[src/rtl/life_pkg.sv]
// Shared constants, state encoding and cell indexing for the Game of Life engine.
package life_pkg;

    localparam int LIFE_ROWS   = 8;
    localparam int LIFE_COLS   = 8;
    localparam int LIFE_GRID_W = LIFE_ROWS * LIFE_COLS;

    typedef enum logic [1:0] {
        IDLE    = 2'd0,
        COMPUTE = 2'd1,
        FINISH  = 2'd2
    } state_e;

    function automatic int cell_idx(input int r, input int c, input int cols);
        return r * cols + c;
    endfunction

endpackage

[src/rtl/life_row_next.sv]
// Combinational next-state of one grid row from the rows above, at and below it.
module life_row_next #(
    parameter int COLS = 8,
    parameter int WRAP = 0
) (
    input  logic [COLS-1:0] above,
    input  logic [COLS-1:0] cur,
    input  logic [COLS-1:0] below,
    output logic [COLS-1:0] nxt
);

    for (genvar c = 0; c < COLS; c++) begin : g_col
        localparam int CL    = (c == 0) ? COLS - 1 : c - 1;
        localparam int CR    = (c == COLS - 1) ? 0 : c + 1;
        // Border columns only see their outer neighbours when the grid is toroidal.
        localparam bit HAS_L = (WRAP != 0) || (c != 0);
        localparam bit HAS_R = (WRAP != 0) || (c != COLS - 1);

        logic [3:0] n;

        always_comb begin
            n = 4'(above[c]) + 4'(below[c]);
            if (HAS_L) n = n + 4'(above[CL]) + 4'(cur[CL]) + 4'(below[CL]);
            if (HAS_R) n = n + 4'(above[CR]) + 4'(cur[CR]) + 4'(below[CR]);
        end

        assign nxt[c] = (n == 4'd3) || (cur[c] && (n == 4'd2));
    end

endmodule

[src/rtl/life_gen_engine.sv]
// Row-serial Game of Life generation engine: snapshots a grid on start, evolves
// one row per cycle, then publishes the result with generation/status flags.
module life_gen_engine
    import life_pkg::*;
#(
    parameter int ROWS  = LIFE_ROWS,
    parameter int COLS  = LIFE_COLS,
    parameter int WRAP  = 0,
    parameter int CNT_W = 16
) (
    input  logic                 clk,
    input  logic                 reset,
    input  logic                 start,
    input  logic [ROWS*COLS-1:0] grid_in,
    output logic                 busy,
    output logic                 done,
    output logic [ROWS*COLS-1:0] grid_out,
    output logic [CNT_W-1:0]     gen_count,
    output logic                 stable,
    output logic                 extinct
);

    localparam int GW    = ROWS * COLS;
    localparam int ROW_W = (ROWS > 1) ? $clog2(ROWS) : 1;

    state_e           state_q, state_d;
    logic [ROW_W-1:0] row_q, row_d;
    logic [GW-1:0]    src_q, src_d;
    logic [GW-1:0]    dst_q, dst_d;
    logic [GW-1:0]    grid_out_q, grid_out_d;
    logic [CNT_W-1:0] gen_count_q, gen_count_d;
    logic             stable_q, stable_d;
    logic             extinct_q, extinct_d;

    logic [COLS-1:0]  above, cur, below, nxt;
    logic [GW-1:0]    dst_new;

    // Neighbour rows for the current row; off-grid rows are dead unless wrapping.
    always_comb begin
        int r;
        r     = int'(row_q);
        cur   = src_q[cell_idx(r, 0, COLS) +: COLS];
        above = '0;
        below = '0;
        if (r > 0)          above = src_q[cell_idx(r - 1, 0, COLS) +: COLS];
        else if (WRAP != 0) above = src_q[cell_idx(ROWS - 1, 0, COLS) +: COLS];
        if (r < ROWS - 1)   below = src_q[cell_idx(r + 1, 0, COLS) +: COLS];
        else if (WRAP != 0) below = src_q[cell_idx(0, 0, COLS) +: COLS];
        dst_new = dst_q;
        dst_new[cell_idx(r, 0, COLS) +: COLS] = nxt;
    end

    life_row_next #(
        .COLS (COLS),
        .WRAP (WRAP)
    ) u_row_next (
        .above (above),
        .cur   (cur),
        .below (below),
        .nxt   (nxt)
    );

    always_comb begin
        state_d     = state_q;
        row_d       = row_q;
        src_d       = src_q;
        dst_d       = dst_q;
        grid_out_d  = grid_out_q;
        gen_count_d = gen_count_q;
        stable_d    = stable_q;
        extinct_d   = extinct_q;
        case (state_q)
            IDLE: begin
                if (start) begin
                    src_d   = grid_in;
                    dst_d   = '0;
                    row_d   = '0;
                    state_d = COMPUTE;
                end
            end
            COMPUTE: begin
                dst_d = dst_new;
                // Publish on the last row so results are already valid during FINISH.
                if (row_q == ROW_W'(ROWS - 1)) begin
                    row_d       = '0;
                    grid_out_d  = dst_new;
                    gen_count_d = gen_count_q + 1'b1;
                    stable_d    = (dst_new == src_q);
                    extinct_d   = (dst_new == '0);
                    state_d     = FINISH;
                end else begin
                    row_d = row_q + 1'b1;
                end
            end
            FINISH:  state_d = IDLE;
            default: state_d = IDLE;
        endcase
    end

    always_ff @(posedge clk or posedge reset) begin
        if (reset) begin
            state_q     <= IDLE;
            row_q       <= '0;
            src_q       <= '0;
            dst_q       <= '0;
            grid_out_q  <= '0;
            gen_count_q <= '0;
            stable_q    <= 1'b0;
            extinct_q   <= 1'b0;
        end else begin
            state_q     <= state_d;
            row_q       <= row_d;
            src_q       <= src_d;
            dst_q       <= dst_d;
            grid_out_q  <= grid_out_d;
            gen_count_q <= gen_count_d;
            stable_q    <= stable_d;
            extinct_q   <= extinct_d;
        end
    end

    assign busy      = (state_q == COMPUTE);
    assign done      = (state_q == FINISH);
    assign grid_out  = grid_out_q;
    assign gen_count = gen_count_q;
    assign stable    = stable_q;
    assign extinct   = extinct_q;

endmodule

[config.mk]
export PLATFORM = sky130hd
export DESIGN_NAME = life_gen_engine
export DESIGN_NICKNAME = d
export VERILOG_FILES = /design/src/rtl/life_pkg.sv /design/src/rtl/life_row_next.sv /design/src/rtl/life_gen_engine.sv
export SDC_FILE = /design/constraint.sdc
export NUM_CORES = 1
export LEC_CHECK = 0
export BUFFER_PORTS_ARGS = -buffer_cell sky130_fd_sc_hd__buf_2
export CAP_MARGIN = 20
export CORE_AREA = 2 2 210 212
export DETAILED_ROUTE_END_ITERATION = 12
export DIE_AREA = 0 0 212 214
export HOLD_SLACK_MARGIN = 0.02
export SKIP_CTS_REPAIR_TIMING = 1
export SLEW_MARGIN = 20
export SYNTH_ARGS = -nofsm -noshare
export SYNTH_HDL_FRONTEND = slang
export SYNTH_SLANG_ARGS = --single-unit
[constraint.sdc]
create_clock -name clk -period 9.5 [get_ports clk]
set_input_delay 2.375 -clock clk [delete_from_list [all_inputs] [get_ports clk]]
set_output_delay 2.375 -clock clk [all_outputs]
set_load 0.02 [all_outputs]
==> summary.txt <==
Yosys
  • Ys flop type: dfrtp_1
  • Mapped Area: 0.0136 mm²
  • Most common cell in the synthesized netlist: nand2_1
  • Flops & latches, synth: 215
  • List of most frequent post-synthesis cells: 219 x nand2_1, 215 x dfrtp_1, 132 x o21ai_0
  • Average cell area after synthesis: 9.29 µm²
  • Syn. warnings: 0
  • Yosys top cell by area: dfrtp_1
  • Top post-synthesis cells by area: dfrtp_1 40%, nand2_1 6.0%, mux2_2 5.5%
  • Synth cell types: 81
  • Post-synthesis sequential area ratio: 39.5%
  • Syn Inst Count: 1464
  • Asr flop ratio synth: 100%
  • Post-synth EDFFs: 0
  • Post-synth top area share: 39.5%
  • Syn_nets: 1589

STA
  • Min Hold Slack: 469 ps
  • Hold Vio Cnt, Final: 0
  • Final setup skew: 19.6 ps
  • Worst Max-Slew Pin Slew: 1140 ps
  • Period utilization: 86.5%
  • Unrepaired setup endpoints after global routing: false
  • Slew Limit Fails: 0
  • Fin crit period: 8220 ps
  • F_max: 122 MHz
  • Setup TNS Final: 0 ps
  • Slew HR: 23.9%
  • Finish-stage setup viols: 0

Route
  • Vias/cell: 5.81
  • First-pass detailed-route iteration total: 6
  • Residual DRC: 0
  • Initial DRC count: 1564
  • Post-route ant nets: 0
  • Routed wire length: 61100 µm
  • Via count: 12700
  • Per-cell routed wire length: 28.0 µm

Global routing
  • All-Layer GR Usage: 26.7%
  • First-pass GRT wire length: 88700 µm
  • Initial antenna violation count: 0
  • Gr ovfl total: 0
  • Vias in the first global route: 12500
  • Largest net degree at the start of global routing: 102

Placed design
  • Placed cells: 2134
  • RD Place Congestion: 1.04
  • Number of port buffers: 150
  • DP HPWL: 46700 µm

Worst hold path
  • Hold Startpoint: grid_out[59]
  • Worst Hold Class: flop to flop

Die
  • Chip width: 212 µm
  • Die area: 0.0454 mm²
  • Die H: 214 µm
  • Core Box Area: 0.0429 mm²
  • I/O pins: 151
  • # rows: 76
  • Initial core utilization: 31.7%

Finish
  • Post-layout util: 37.1%
  • Share of layout cells above drive strength 1: 21.4%
  • Diodes inserted: 0
  • Nets: 1704
  • FILL cells: 4410
  • Layout Cells excl Fill: 2183
  • Multi-input logic area: 0.00759 mm²
  • Area delta synth->final: 17.1%
  • Storage cell area: 0.00538 mm²

Clock tree
  • CTS Buf Count: 27
  • CTS tree: built
  • Clock Path Buffers: 3
  • Clock Tree Root: clkbuf_16
  • CTS sink count: 215
  • CTS clk-pin slew, worst paths: 70 ps
  • Worst-Skew Late Latency: 570 ps
  • H-tree levels: 1

Worst setup path
  • Crit path max fanout: 22
  • CP Launch Type: flop
  • CP arrival: 8690 ps
  • Critical path origin: row_q[2]
  • Critical R2R Launch: row_q[2]
  • Worst Setup End Kind: flop
  • Req. time, crit path: 9970 ps
  • WS Path Type: flop to flop

Outcome
  • Outcome: finished clean

Job
  • Max-Cap Viols: 0
[state kept, by name, summed over array words and instances, names as in the netlist]
register   cells
dst_q         64
state_q        2
stable         1
src_q         64
row_q          3
gen_count     16
extinct        1
grid_out      64
[metal layers]
layer / track usage (%) / up-vias / routed length [µm]
met3: 5.01 / 156 / 4990
met2: 39.8 / 647 / 26500
met4: 12.4 / 0 / 3370
li1: - / 5545 / -
met1: 37.4 / 6340 / 26200
met5: 0 / - / 0
[metrics by stage]
step	setup slack, ps	cell area [µm²]
2_1_floorplan	1250	13600
3_3_place_gp	1450	15000
3_5_place_dp	1430	15000
4_1_cts	1400	15900
5_1_grt	820	15900
6_report	1280	15900
[cells in the final DEF, fill, tap and decap left out, drive strengths merged, types with 7 or more instances in the layout]
| cell | netlist | routed |
|---|---|---|
| a211oi | 9 | 9 |
| a21boi | 8 | 8 |
| a21oi | 52 | 52 |
| a221oi | 19 | 19 |
| a22o | 14 | 14 |
| a22oi | 42 | 42 |
| a31oi | 16 | 16 |
| a32o | 11 | 11 |
| and2 | 7 | 7 |
| and3 | 9 | 9 |
| buf | 24 | 183 |
| clkbuf | 73 | 33 |
| dfrtp | 215 | 215 |
| fa | 28 | 28 |
| ha | 30 | 30 |
| inv | 70 | 72 |
| mux2 | 66 | 66 |
| mux2i | 33 | 33 |
| mux4 | 12 | 12 |
| nand2 | 220 | 220 |
| nand2b | 16 | 16 |
| nand3 | 31 | 31 |
| nand4 | 19 | 19 |
| nor2 | 68 | 68 |
| nor2b | 8 | 8 |
| nor3 | 23 | 23 |
| nor3b | 8 | 8 |
| nor4 | 24 | 24 |
| o211ai | 10 | 10 |
| o21ai | 138 | 138 |
| o22ai | 22 | 22 |
| o31ai | 9 | 9 |
| or2 | 13 | 13 |
| xnor2 | 27 | 27 |
| xor2 | 23 | 23 |
[cell type report]
cell class | instances | share of cell area (%)
inverters | 70 | 1.70
flip-flops and latches | 215 | 33.8
well taps | 585 | 4.60
repair buffers | 183 | 6.39
clock inverters | 15 | 1.28
clock buffers | 33 | 4.57
multi-input cells | 1082 | 47.7
[worst paths after layout]
| check | endpoint | slack, ps | cells after the start |
|---|---|---|---|
| setup / recovery | stable | 1280 | 24 |
| hold / removal | grid_out[59] | 470 | 2 |
| setup reg to reg | stable | 1280 | 24 |
| hold reg to reg | grid_out[59] | 470 | 2 |
| max in group asynchronous | src_q[54] | 6180 | 3 |
| min in group asynchronous | grid_out[36] | 1930 | 2 |
[critical path: stages (launching register included)]
cell     delay (ps)
dfrtp_1         900
nor2_1          260
nor2_2          630
buf_4           330
a22oi_1          90
a21oi_1         180
a21oi_1         120
or2_2           340
inv_1            70
ha_1            120
inv_1            50
fa_1            520
inv_1            50
fa_1            500
inv_1            50
fa_1            400
fa_1            530
nor3b_1          70
a41oi_2         660
nor2_1          420
a22oi_1         630
xnor2_1         220
nor4_1          550
nand4_1         190
o31ai_1         230
[kinds of logic (layout without fill, tap and decap cells)]
family	after synthesis	in the layout	synth area share (%)
simple gates	466	466	16.1
compound gates	397	397	19.4
flops	215	215	39.5
buf+inv	167	301	4.97
mux	111	111	9.88
fa+ha+maj	58	58	6.88
xor+xnor	50	50	3.22
Power is not shown: default switching activity piles up to over one toggle a cycle in this logic, so the estimate is an artifact.
